### src/rtl/intr_sequencer_pkg.sv
// Shared types and constants for the interrupt/reset entry sequencer.
package intr_sequencer_pkg;

  typedef enum logic [1:0] {
    K_RST = 2'd0,
    K_NMI = 2'd1,
    K_BRK = 2'd2,
    K_IRQ = 2'd3
  } kind_t;

  typedef enum logic [3:0] {
    S_RST_PEND = 4'd0,
    S_IDLE     = 4'd1,
    S_T0       = 4'd2,
    S_T1       = 4'd3,
    S_T2       = 4'd4,
    S_T3       = 4'd5,
    S_T4       = 4'd6,
    S_T5       = 4'd7,
    S_T6       = 4'd8
  } seq_state_t;

  localparam logic [15:0] DEF_VEC_NMI = 16'hFFFA;
  localparam logic [15:0] DEF_VEC_RST = 16'hFFFC;
  localparam logic [15:0] DEF_VEC_IRQ = 16'hFFFE;

  localparam int unsigned P_I = 2;
  localparam int unsigned P_B = 4;
  localparam int unsigned P_U = 5;

  // Read cycles are the only ones that RDY may stall; RESET turns the pushes into reads.
  function automatic logic is_read_state(input seq_state_t st, input kind_t k);
    case (st)
      S_T0, S_T1, S_T5, S_T6: return 1'b1;
      S_T2, S_T3, S_T4:       return (k == K_RST);
      default:                return 1'b0;
    endcase
  endfunction

endpackage

### src/rtl/intr_sequencer_nmi_edge_det.sv
// NMI falling-edge detector with pending latch; a new edge wins over a same-cycle clear.
module nmi_edge_det (
  input  logic clk,
  input  logic rst,
  input  logic nmi_n_i,
  input  logic clr_i,
  output logic pend_o
);

  logic nmi_q;
  logic pend_q;
  logic fall_c;

  assign fall_c = nmi_q & ~nmi_n_i;
  assign pend_o = pend_q;

  always_ff @(posedge clk or posedge rst) begin
    if (rst) begin
      nmi_q  <= 1'b1;
      pend_q <= 1'b0;
    end else begin
      nmi_q  <= nmi_n_i;
      pend_q <= fall_c | (pend_q & ~clr_i);
    end
  end

endmodule

### src/rtl/intr_sequencer.sv
// 7-cycle 6502 RESET/NMI/BRK/IRQ entry sequencer for the 2A03 core.
// Optional NMI_HIJACK_EN: a pending NMI seen by the end of T4 steals a BRK/IRQ vector fetch.
module intr_sequencer
  import intr_sequencer_pkg::*;
#(
  parameter int unsigned IRQ_CH     = 3,
  parameter logic [7:0]  STACK_PAGE = 8'h01,
  parameter logic [15:0] VEC_NMI    = DEF_VEC_NMI,
  parameter logic [15:0] VEC_RST    = DEF_VEC_RST,
  parameter logic [15:0] VEC_IRQ    = DEF_VEC_IRQ
) (
  input  logic              clk,
  input  logic              rst,
  input  logic              rdy,
  input  logic [IRQ_CH-1:0] irq_n,
  input  logic              nmi_n,
  input  logic              poll,
  input  logic              brk_req,
  input  logic [7:0]        p_in,
  input  logic [15:0]       pc_in,
  input  logic [7:0]        s_in,
  input  logic [7:0]        din,
  output logic              busy,
  output logic [15:0]       addr,
  output logic [7:0]        dout,
  output logic              mem_rw,
  output logic              s_dec,
  output logic              pc_ld,
  output logic [15:0]       pc_out,
  output logic              set_i,
  output logic              done,
  output logic [1:0]        kind
);

  seq_state_t  state_q, state_d;
  kind_t       kind_q, kind_d;
  logic [15:0] vec_q, vec_d;
  logic [7:0]  pcl_q, pcl_d;

  logic        nmi_pend;
  logic        nmi_clr;
  logic        irq_act;
  logic        adv;
  logic [7:0]  p_push;

  nmi_edge_det u_nmi_edge_det (
    .clk     (clk),
    .rst     (rst),
    .nmi_n_i (nmi_n),
    .clr_i   (nmi_clr),
    .pend_o  (nmi_pend)
  );

  assign irq_act = (|(~irq_n)) & ~p_in[P_I];
  assign adv     = rdy | ~is_read_state(state_q, kind_q);
  assign nmi_clr = (state_q == S_T5) && (kind_q == K_NMI);

  always_comb begin
    p_push      = p_in;
    p_push[P_U] = 1'b1;
    p_push[P_B] = (kind_q == K_BRK);
  end

  // Next-state: arbitration at poll, stepping through T0..T6 under RDY.
  always_comb begin
    state_d = state_q;
    kind_d  = kind_q;
    vec_d   = vec_q;
    pcl_d   = pcl_q;
    case (state_q)
      S_RST_PEND: begin
        state_d = S_T0;
        kind_d  = K_RST;
        vec_d   = VEC_RST;
      end
      S_IDLE: begin
        if (poll) begin
          if (nmi_pend) begin
            state_d = S_T0;
            kind_d  = K_NMI;
            vec_d   = VEC_NMI;
          end else if (brk_req) begin
            state_d = S_T0;
            kind_d  = K_BRK;
            vec_d   = VEC_IRQ;
          end else if (irq_act) begin
            state_d = S_T0;
            kind_d  = K_IRQ;
            vec_d   = VEC_IRQ;
          end
        end
      end
      S_T0: if (adv) state_d = S_T1;
      S_T1: if (adv) state_d = S_T2;
      S_T2: if (adv) state_d = S_T3;
      S_T3: if (adv) state_d = S_T4;
      S_T4: begin
        if (adv) begin
          state_d = S_T5;
`ifdef NMI_HIJACK_EN
          if (nmi_pend && (kind_q == K_BRK || kind_q == K_IRQ)) begin
            kind_d = K_NMI;
            vec_d  = VEC_NMI;
          end
`endif
        end
      end
      S_T5: begin
        if (adv) begin
          state_d = S_T6;
          pcl_d   = din;
        end
      end
      S_T6: if (adv) state_d = S_IDLE;
      default: state_d = S_IDLE;
    endcase
  end

  always_ff @(posedge clk or posedge rst) begin
    if (rst) begin
      state_q <= S_RST_PEND;
      kind_q  <= K_RST;
      vec_q   <= VEC_RST;
      pcl_q   <= 8'h00;
    end else begin
      state_q <= state_d;
      kind_q  <= kind_d;
      vec_q   <= vec_d;
      pcl_q   <= pcl_d;
    end
  end

  // Bus and strobe decode from the registered state; strobes only fire on completed cycles.
  always_comb begin
    busy   = (state_q != S_IDLE);
    addr   = 16'h0000;
    dout   = 8'h00;
    mem_rw = 1'b1;
    s_dec  = 1'b0;
    pc_ld  = 1'b0;
    pc_out = 16'h0000;
    set_i  = 1'b0;
    done   = 1'b0;
    kind   = kind_q;
    case (state_q)
      S_T0, S_T1: addr = pc_in;
      S_T2: begin
        addr   = {STACK_PAGE, s_in};
        dout   = pc_in[15:8];
        mem_rw = (kind_q == K_RST);
        s_dec  = adv;
      end
      S_T3: begin
        addr   = {STACK_PAGE, s_in};
        dout   = pc_in[7:0];
        mem_rw = (kind_q == K_RST);
        s_dec  = adv;
      end
      S_T4: begin
        addr   = {STACK_PAGE, s_in};
        dout   = p_push;
        mem_rw = (kind_q == K_RST);
        s_dec  = adv;
      end
      S_T5: addr = vec_q;
      S_T6: begin
        addr   = vec_q + 16'd1;
        pc_out = {din, pcl_q};
        pc_ld  = rdy;
        set_i  = rdy;
        done   = rdy;
      end
      default: ;
    endcase
  end

endmodule

### config.mk
export PLATFORM = sky130hd
export DESIGN_NAME = intr_sequencer
export DESIGN_NICKNAME = d
export VERILOG_FILES = /design/src/rtl/intr_sequencer_pkg.sv /design/src/rtl/intr_sequencer_nmi_edge_det.sv /design/src/rtl/intr_sequencer.sv
export SDC_FILE = /design/constraint.sdc
export NUM_CORES = 1
export LEC_CHECK = 0
export BUFFER_PORTS_ARGS = -buffer_cell sky130_fd_sc_hd__buf_4
export CORE_ASPECT_RATIO = 0.6
export CORE_MARGIN = 1
export CORE_UTILIZATION = 42
export CTS_CLUSTER_DIAMETER = 40
export DETAILED_ROUTE_END_ITERATION = 7
export GPL_TIMING_DRIVEN = 0
export PLACE_DENSITY = 0.82
export SYNTH_ARGS = -nofsm -noshare
export SYNTH_HDL_FRONTEND = slang
export SYNTH_HIERARCHICAL = 1
export SYNTH_SLANG_ARGS = --single-unit
### constraint.sdc
create_clock -name clk -period 2.7 [get_ports clk]
set_input_delay 0.54 -clock clk [delete_from_list [all_inputs] [get_ports clk]]
set_output_delay 0.54 -clock clk [all_outputs]
set_load 0.02 [all_outputs]
## Yosys cells after proc, flatten, opt, wreduce, memory -nomap -nowiden

Index checks and enable logic that the tools add are counted.

| storage, ports and cells | value |
|---|---|
| flip-flop bits (word level) | 32 |
| bits of input ports | 49 |
| output and inout bits | 48 |
| logic and storage cells | 77 |

| operators by class | value |
|---|---|
| add/subtract/negate cells | 1 |
| eq/ne operators | 20 |
| multiplexer cells | 29 |
| bitwise logic cells | 10 |
| reduce and logical (&&, ||, !) cells | 11 |

Operators with widths:

| cell | count |
|---|---|
| 16-bit two-way mux | 5 |
| 16-bit case mux with 4 select lines | 1 |
| 4-bit two-way mux | 11 |
| 4-bit case mux with 9 select lines | 1 |
| 16-bit case mux with 2 select lines | 1 |
| 8-bit case mux with 3 select lines | 1 |
| 16-bit by 1-bit adder with 16-bit output, second input constant | 1 |
| 4-bit by 3-bit equality test with 1-bit output, second input constant | 4 |
| 2-bit inequality test, second input constant | 8 |
| 9-bit AND reduction | 1 |
| 4-bit by 2-bit equality test with 1-bit output, second input constant | 2 |
| 2-bit two-way mux | 4 |
| 3-bit OR reduction | 2 |
| 4-bit by 1-bit equality test with 1-bit output, second input constant | 1 |
| 4-bit equality test, second input constant | 1 |
| 4-bit logical NOT | 1 |
| 4-bit by 1-bit inequality test with 1-bit output, second input constant | 1 |
| 4-bit by 3-bit inequality test with 1-bit output, second input constant | 1 |
| 1-bit inverter | 4 |
| 2-bit case mux with 2 select lines | 1 |
| 4-bit OR reduction | 1 |
| 1-bit bitwise AND | 3 |
| 1-bit two-way mux | 3 |
| 3-bit inverter | 1 |
| other kinds (10) | 11 |

## Logic depth before layout (Yosys ltp)

Gate-level depths: netlist of the first run.

| depth | value |
|---|---|
| word-level depth | 8 |
| mapped depth | 6 |
| depth with buffers taken out | 4 |

## Modules after synthesis

The synthesis of the first run kept the hierarchy.

Modules (own cells, without submodules):

| module | times used | cells each | area each (sq um) | sequential area each (sq um) |
|---|---|---|---|---|
| intr_sequencer | 1 | 153 | 1348.8 | 401.6 |
| nmi_edge_det | 1 | 6 | 75.1 | 51.3 |

## Worst setup path before layout of the first run

Ideal clock, no wire load.

| path | value |
|---|---|
| path type | flip-flop to output port |
| start point | register state_q[1] |
| end point | output pc_ld |
| arrival time | 1.826 ns |
| data required time | 2.160 ns |
| slack | 0.334 ns |
| stages on the path, launching flop included | 5 |
| path buffers | 2 |
| path through | dfrtp_1 -> buf_2 -> or4b_2 -> nor2_1 -> buf_4 |

| between the ends | value |
|---|---|
| word-level cells in the longest chain between the ends | 2 |

Ends and longest elaborated chain:

| element | RTL line | source |
|---|---|---|
| from (decl) | intr_sequencer.sv:35 | `seq_state_t state_q, state_d;` |
| from (signal assigned) | intr_sequencer.sv:126 | `state_q <= state_d;` |
| 4-bit equality test | -- |  |
| 1-bit two-way mux | -- |  |
| to (decl) | intr_sequencer.sv:28 | `output logic pc_ld,` |

No other way between the ends.

## Worst setup path in the final report of the first run

| path | value |
|---|---|
| start point | register state_q[1] |
| end point | output addr[14] |

| between the ends | value |
|---|---|
| word-level cells in the longest chain between the ends | 3 |
| elaborated cells on any way between the ends | 10 |
| classes of those cells | eq/ne (7); mux (1); reduce/logical (2) |

Ends and longest elaborated chain:

| element | RTL line | source |
|---|---|---|
| 4-bit by 3-bit equality test with 1-bit output or 4-bit by 2-bit equality test with 1-bit output (tied branches) | intr_sequencer.sv:145 | `case (state_q)` |
| 3-bit OR reduction (no line) or 2-bit OR reduction (tied branches) | -- |  |
| 16-bit case mux with 4 select lines (*) | intr_sequencer.sv:145 |  |
| to (decl) | intr_sequencer.sv:24 | `output logic [15:0] addr,` |

Every way passes the cells marked *; elsewhere a longest branch is shown, timed or not.

==> results of run 1 <==
-- metrics by stage --
| step | utilization, % | hold WS, ns | std cells | area, sq um | worst slack [ns] |
|---|---|---|---|---|---|
| 6_report | 74.53 | 0.1441 | 299 | 2266 | 0.06013 |
| 5_1_grt | 74.53 | 0.1389 | 299 | 2266 | 0.006332 |
| 4_1_cts | 73.95 | 0.1378 | 299 | 2248 | 0.03908 |
| 3_5_place_dp | 71.77 | 0.4120 | 295 | 2182 | 0.2204 |
| 3_3_place_gp | 71.77 | 0.4101 | 295 | 2182 | 0.2307 |
| 2_1_floorplan | - | 0.2805 | 159 | 1424 | 0.3340 |
-- metal layers --
metal | vias to the layer above | routed length (um)
li1 | 765 | -
met1 | 757 | 2291
met5 | - | 0
met2 | 66 | 2094
met3 | 2 | 321
met4 | 0 | 19
-- cells by family (layout without fill, tap and decap cells) --
group                  after synthesis  count (layout)  synth area share (%)
AND/OR/NAND/NOR                     59              59                 24.34
flip-flops                          18              18                 31.81
multiplexers                        15              15                 11.60
XOR/XNOR                             1               1                0.6152
AO/OA/AOI/OAI                       41              41                 22.76
buffers and inverters               25             123                 8.874
-- state kept, by name, summed over array words and instances (netlist names) --
register / cells
u_nmi_edge_det/pend_o: 1
kind: 2
pcl_q: 8
state_q: 4
vec_q: 2
u_nmi_edge_det/nmi_q: 1
-- placed cells by master, fill, tap and decap left out, drive strengths merged, types with 2 or more instances in the layout --
cell type / instances
nor2b: 4
clkbuf: 6
nor4b: 2
dfrtp: 16
mux2i: 6
and2: 16
buf: 105
or4b: 2
a22o: 2
a21oi: 10
o21ai: 3
mux2: 9
nor2: 17
inv: 12
a21o: 8
nand2b: 2
nand2: 5
a222oi: 2
nand3: 3
a221o: 6
dfstp: 2
-- synth_stat cells, types with 3 or more instances --
| cell type | n | area [sq um] |
|---|---|---|
| dfrtp_1 | 16 | 400.4 |
| buf_2 | 5 | 25.02 |
| nor2_1 | 17 | 63.81 |
| nand3_1 | 3 | 15.01 |
| mux2_2 | 8 | 90.09 |
| buf_4 | 3 | 22.52 |
| mux2i_1 | 6 | 60.06 |
| nand2_1 | 5 | 18.77 |
| nor2b_1 | 4 | 25.02 |
| a21oi_1 | 9 | 45.04 |
| a221o_1 | 6 | 60.06 |
| and2_1 | 16 | 100.1 |
| a21o_1 | 8 | 60.06 |
| inv_1 | 12 | 45.04 |
-- area by class of cell --
| type | count | share of cell area, % |
|---|---|---|
| clock buffers | 4 | 2.430 |
| repair buffers | 94 | 31.14 |
| well taps | 42 | 2.319 |
| plain buffers | 13 | 3.644 |
| multi-input cells | 116 | 38.49 |
| inverters | 12 | 1.988 |
| flip-flops and latches | 18 | 19.99 |
-- power breakdown --
| part | internal [W] | switching, W | leakage, nW |
|---|---|---|---|
| clock | 0.000130 | 0.0000892 | 0.0288 |
| sequential | 0.000391 | 0.0000936 | 0.215 |
| combinational | 0.000834 | 0.00103 | 0.982 |
| total | 0.00135 | 0.00121 | 1.23 |
-- worst reg2reg max path, stage by stage (launching register included) --
cell,delay (ns)
dfrtp_1,0.43
buf_6,0.16
or4b_4,0.56
a311oi_2,0.30
or2_4,0.20
mux2_4,0.29
-- final timing paths --
path,from,to,depth (start not counted)
hold reg to reg,vec_q[2]$_DFFE_PP1P_,vec_q[2]$_DFFE_PP1P_,2
setup reg to reg,state_q[2]$_DFFE_PP0P_,state_q[0]$_DFFE_PP0P_,5
hold / removal,rst,u_nmi_edge_det/pend_o$_DFF_PP0_,2
max in group asynchronous,rst,state_q[1]$_DFFE_PP0P_,2
min in group clk,nmi_n,u_nmi_edge_det/nmi_q$_DFF_PP1_,1
setup / recovery,state_q[1]$_DFFE_PP0P_,addr[14],6
-- repair_timing --
item,CTS,global route
hold endpoints to repair,0,0
cloned,0,0
gates resized for setup,2,4
endpoints found under the setup margin,10,26
==> metrics, run 1 <==
Yosys reg bits 18; first-pass GRT wire length 6610 um; Tot Pwr 0.002568 W; setup TNS 0 ns; Worst Setup End Kind output pin; Post-synth top flop dfrtp_1; outcome finished clean; FFs w/ async S/R, synth 100.0%; critical path's top delay family buffers and inverters; Core Box Area 0.003040 sq mm; final setup fails 0; fraction of layout instances using a drive strength above 1 50.58%; RePlAce Congestion 0.7801; multi-input logic area 872.1 sq um; HP Class input port to asynchronous set/reset pin; reg-to-reg setup timing slack 0.65 ns; Peak VDD IR 0.5061 mV; Via Count 1590; post-route ant nets 0; count of final hold-check violations 0; GR Layer Usage met2 34.87%; Die W 77.17 um; IO Port Bufs 94; worst slew pin tran 0.5968 ns; sequential area share after synthesis 31.81%; fillers 254; hpwl dp 3619 um; die footprint 0.003635 sq mm; worst endpoint required time 2.16 ns; kind of critical path flip-flop to output pin; Pleak 1.227 nW; PwrDens 1133 mW/mm^2; YS warnings 6; Peak Freq 0.3788 GHz; wire per inst 15.81 um; initial antenna violation count 0; Mapped Area 0.001424 sq mm; clock tree from TritonCTS yes; H-tree levels 1; Max-cap violations 0; DRT iter0 DRCs 137; Net count, final 307; Pre-antenna DRT Iters 4; final worst path period need 2.640 ns; Buf/Inv on CP 3; root buf cell clkbuf_8; GRT Util Overall 24.57%; Most Crowded Layer GR met1; Syn Inst Count 159; largest net degree at the start of global routing 17; pins over their slew limit 0; CP max-delay cell or4b_4; Post-synth EDFFs 0; FF+latch area 452.9 sq um; Max-slew headroom 60.17%; diodes inserted 0; Post-CTS Repair Setup Buffers 0; Worst Setup Start Kind flip-flop; M3 GR Usage 5.243%; clock sink total 18; CTS Buf Count 3; skew final 0.006150 ns; Worst-Skew Late Latency 0.26 ns; Rows 15; Worst-path clk slew 0.06 ns; Max Fanout on Critical Path 10; RSZ-0062 raised after global routing false; crit path DAT 2.10 ns; synth-to-layout area growth 59.14%; total gr overflow 0; number of global-route vias before repair 1339; GR Util met1 38.36%; Die H 47.10 um; final cycle utilization of the critical path 97.77%; Synth Area per Inst 8.955 sq um; initial core utilization 46.83%; worst-path cell chain buf_2, or4b_4, o21ai_4, buf_6, a21o_1, buf_4; Post-CTS Hold Fix Bufs 0; Unique masters post-synth 48; vias per cell 5.318; Net Count, Synth 208; CP max stage delay 0.55 ns; DRC 0; Clock Path Buffers 2; Post-Route WL 4727 um; Boundary Pins 97
(Power assumes the default switching activity.)
==> inputs of run 2 (changes only) <==
--- a/config.mk
+++ b/config.mk
@@ -6,9 +6,12 @@
 export NUM_CORES = 1
 export LEC_CHECK = 0
 export BUFFER_PORTS_ARGS = -buffer_cell sky130_fd_sc_hd__buf_4
+export CAP_MARGIN = 30
+export CELL_PAD_IN_SITES_DETAIL_PLACEMENT = 2
+export CELL_PAD_IN_SITES_GLOBAL_PLACEMENT = 2
 export CORE_ASPECT_RATIO = 0.6
 export CORE_MARGIN = 1
-export CORE_UTILIZATION = 42
+export CORE_UTILIZATION = 22
 export CTS_CLUSTER_DIAMETER = 40
 export DETAILED_ROUTE_END_ITERATION = 7
 export GPL_TIMING_DRIVEN = 0
==> metrics, run 2 (synthesis gave the netlist of run 1 again) <==
Worst Setup Start Kind flip-flop (unchanged); Via Count 1605 (was 1590); critical path's top delay family buffers and inverters (unchanged); Die W 105.9 um (was 77.17 um); leading cell type in the layout, fill and taps excluded buf_4 (unchanged); Peak Freq 0.3894 GHz (was 0.3788 GHz); CP max stage delay 0.53 ns (was 0.55 ns); Max-slew headroom 58.01% (was 60.17%); fraction of layout instances using a drive strength above 1 50.78% (was 50.58%); worst slew pin tran 0.6292 ns (was 0.5968 ns); total gr overflow 0 (unchanged); final worst path period need 2.568 ns (was 2.640 ns); M3 GR Usage 4.286% (was 5.243%); max reg flops 8 (unchanged); kind of critical path flip-flop to output pin (unchanged); Rows 22 (was 15); Post-CTS Hold Fix Bufs 0 (unchanged); DRC 0 (unchanged); crit path DAT 2.03 ns (was 2.10 ns); synth-to-layout area growth 64.15% (was 59.14%); outcome finished clean (unchanged); H-tree levels 1 (unchanged); GRT Util Overall 16.46% (was 24.57%); PwrDens 1122 mW/mm^2 (was 1133 mW/mm^2); Net count, final 308 (was 307); worst endpoint required time 2.16 ns (about the same); initial antenna violation count 0 (unchanged); root buf cell clkbuf_8 (unchanged); Worst Setup End Kind output pin (unchanged); clock tree from TritonCTS yes (unchanged); die footprint 0.006808 sq mm (was 0.003635 sq mm); Max-cap violations 0 (unchanged); DRT iter0 DRCs 48 (was 137); Buf/Inv on CP 3 (unchanged); GR Util met1 24.06% (was 38.36%); pins over their slew limit 0 (unchanged); leading registers by flop count pcl_q (8), state_q (4) (unchanged); skew final 0.001347 ns (was 0.006150 ns); worst-path cell chain buf_4, or4b_4, o21ai_4, buf_4, a21o_1, buf_4 (was buf_2, or4b_4, o21ai_4, buf_6, a21o_1, buf_4); RSZ-0062 raised after global routing false (unchanged); largest net degree at the start of global routing 17 (unchanged); initial core utilization 23.09% (was 46.83%); count of final hold-check violations 0 (unchanged); wire per inst 16.26 um (was 15.81 um); Boundary Pins 97 (unchanged); vias per cell 4.693 (was 5.318); hpwl dp 4451 um (was 3619 um); number of global-route vias before repair 1721 (was 1339); final setup fails 0 (unchanged); Most Crowded Layer GR met2 (was met1); Pre-antenna DRT Iters 4 (unchanged); CP max-delay cell or4b_4 (unchanged); RePlAce Congestion 0.7202 (was 0.7801); diodes inserted 0 (unchanged); post-route ant nets 0 (unchanged); IO Port Bufs 94 (unchanged); GR Layer Usage met2 24.18% (was 34.87%); final cycle utilization of the critical path 95.11% (was 97.77%); Pleak 1.236 nW (was 1.227 nW); most frequent cells in the layout buf_4, nor2_1, and2_1, dfrtp_1, inv_1 (unchanged); Peak VDD IR 0.3761 mV (was 0.5061 mV); Core Box Area 0.006166 sq mm (was 0.003040 sq mm); Max Fanout on Critical Path 10 (unchanged); HP Class input port to asynchronous set/reset pin (unchanged); Worst-path clk slew 0.07 ns (was 0.06 ns); Die H 64.32 um (was 47.10 um); setup TNS 0 ns (unchanged); CTS Buf Count 3 (unchanged); Post-Route WL 5561 um (was 4727 um); Clock Path Buffers 2 (unchanged); clock sink total 18 (unchanged); most flop-heavy register pcl_q (unchanged); post-route core utilization 37.91% (was 74.53%); Worst-Skew Late Latency 0.25 ns (was 0.26 ns); most used cell, CP buf_4; first-pass GRT wire length 8735 um (was 6610 um)
==> run 2: metrics by stage <==
| stage | instance area, sq um | cells | power [W] | worst slack [ns] | hold WS, ns |
|---|---|---|---|---|---|
| floorplan | 1424 | 159 | 0.001632 | 0.3340 | 0.2805 |
| global placement | 2235 | 337 | 0.002297 | 0.1906 | 0.4095 |
| detailed placement | 2235 | 337 | 0.002348 | 0.1805 | 0.4190 |
| CTS | 2328 | 342 | 0.002631 | 0.04485 | 0.1391 |
| global route | 2337 | 342 | 0.002797 | 0.02468 | 0.1425 |
| finish | 2337 | 342 | 0.002623 | 0.1319 | 0.1485 |
==> run 2: report_power, final <==
| part | switching (W) | internal (W) | leakage [nW] |
|---|---|---|---|
| logic | 0.00106 | 0.000860 | 0.991 |
| registers | 0.0000965 | 0.000391 | 0.215 |
| clock network | 0.0000881 | 0.000129 | 0.0288 |
==> run 2: path summary, 6_finish.rpt <==
path                                        start                               to  slack [ns]  depth (start not counted)
min in group clk                            nmi_n   u_nmi_edge_det/nmi_q$_DFF_PP1_        0.40                          1
max reg2reg                state_q[2]$_DFFE_PP0P_           state_q[0]$_DFFE_PP0P_        0.63                          5
max                        state_q[1]$_DFFE_PP0P_                         addr[12]        0.13                          6
min                                           rst  u_nmi_edge_det/pend_o$_DFF_PP0_        0.15                          2
min reg2reg                  vec_q[2]$_DFFE_PP1P_             vec_q[2]$_DFFE_PP1P_        0.49                          2
max in group asynchronous                     rst             pcl_q[3]$_DFFE_PP0P_        1.91                          2
==> run 2: layout make-up <==
class / instances / area (sq um)
Tap cell: 84 / 105.1
Sequential cell: 18 / 452.9
Clock buffer: 4 / 55.05
Inverter: 12 / 45.04
Fill cell: 733 / 3829
Timing Repair Buffer: 95 / 713.2
Buffer: 13 / 87.58
Multi-Input combinational cell: 116 / 878.3
==> run 2: what timing repair did <==
action                                  4_1_cts  5_1_grt
endpoints found under the setup margin       23        3
gates resized for setup                       7        3
cloned                                        1        0
buffers inserted                              0        0
hold endpoints to repair                      0        0
==> run 2: routing by layer <==
metal	vias to the layer above	share of wire (%)
met5	-	0
met4	0	0.36
met3	2	7.6
met2	57	45
met1	785	47
li1	761	-
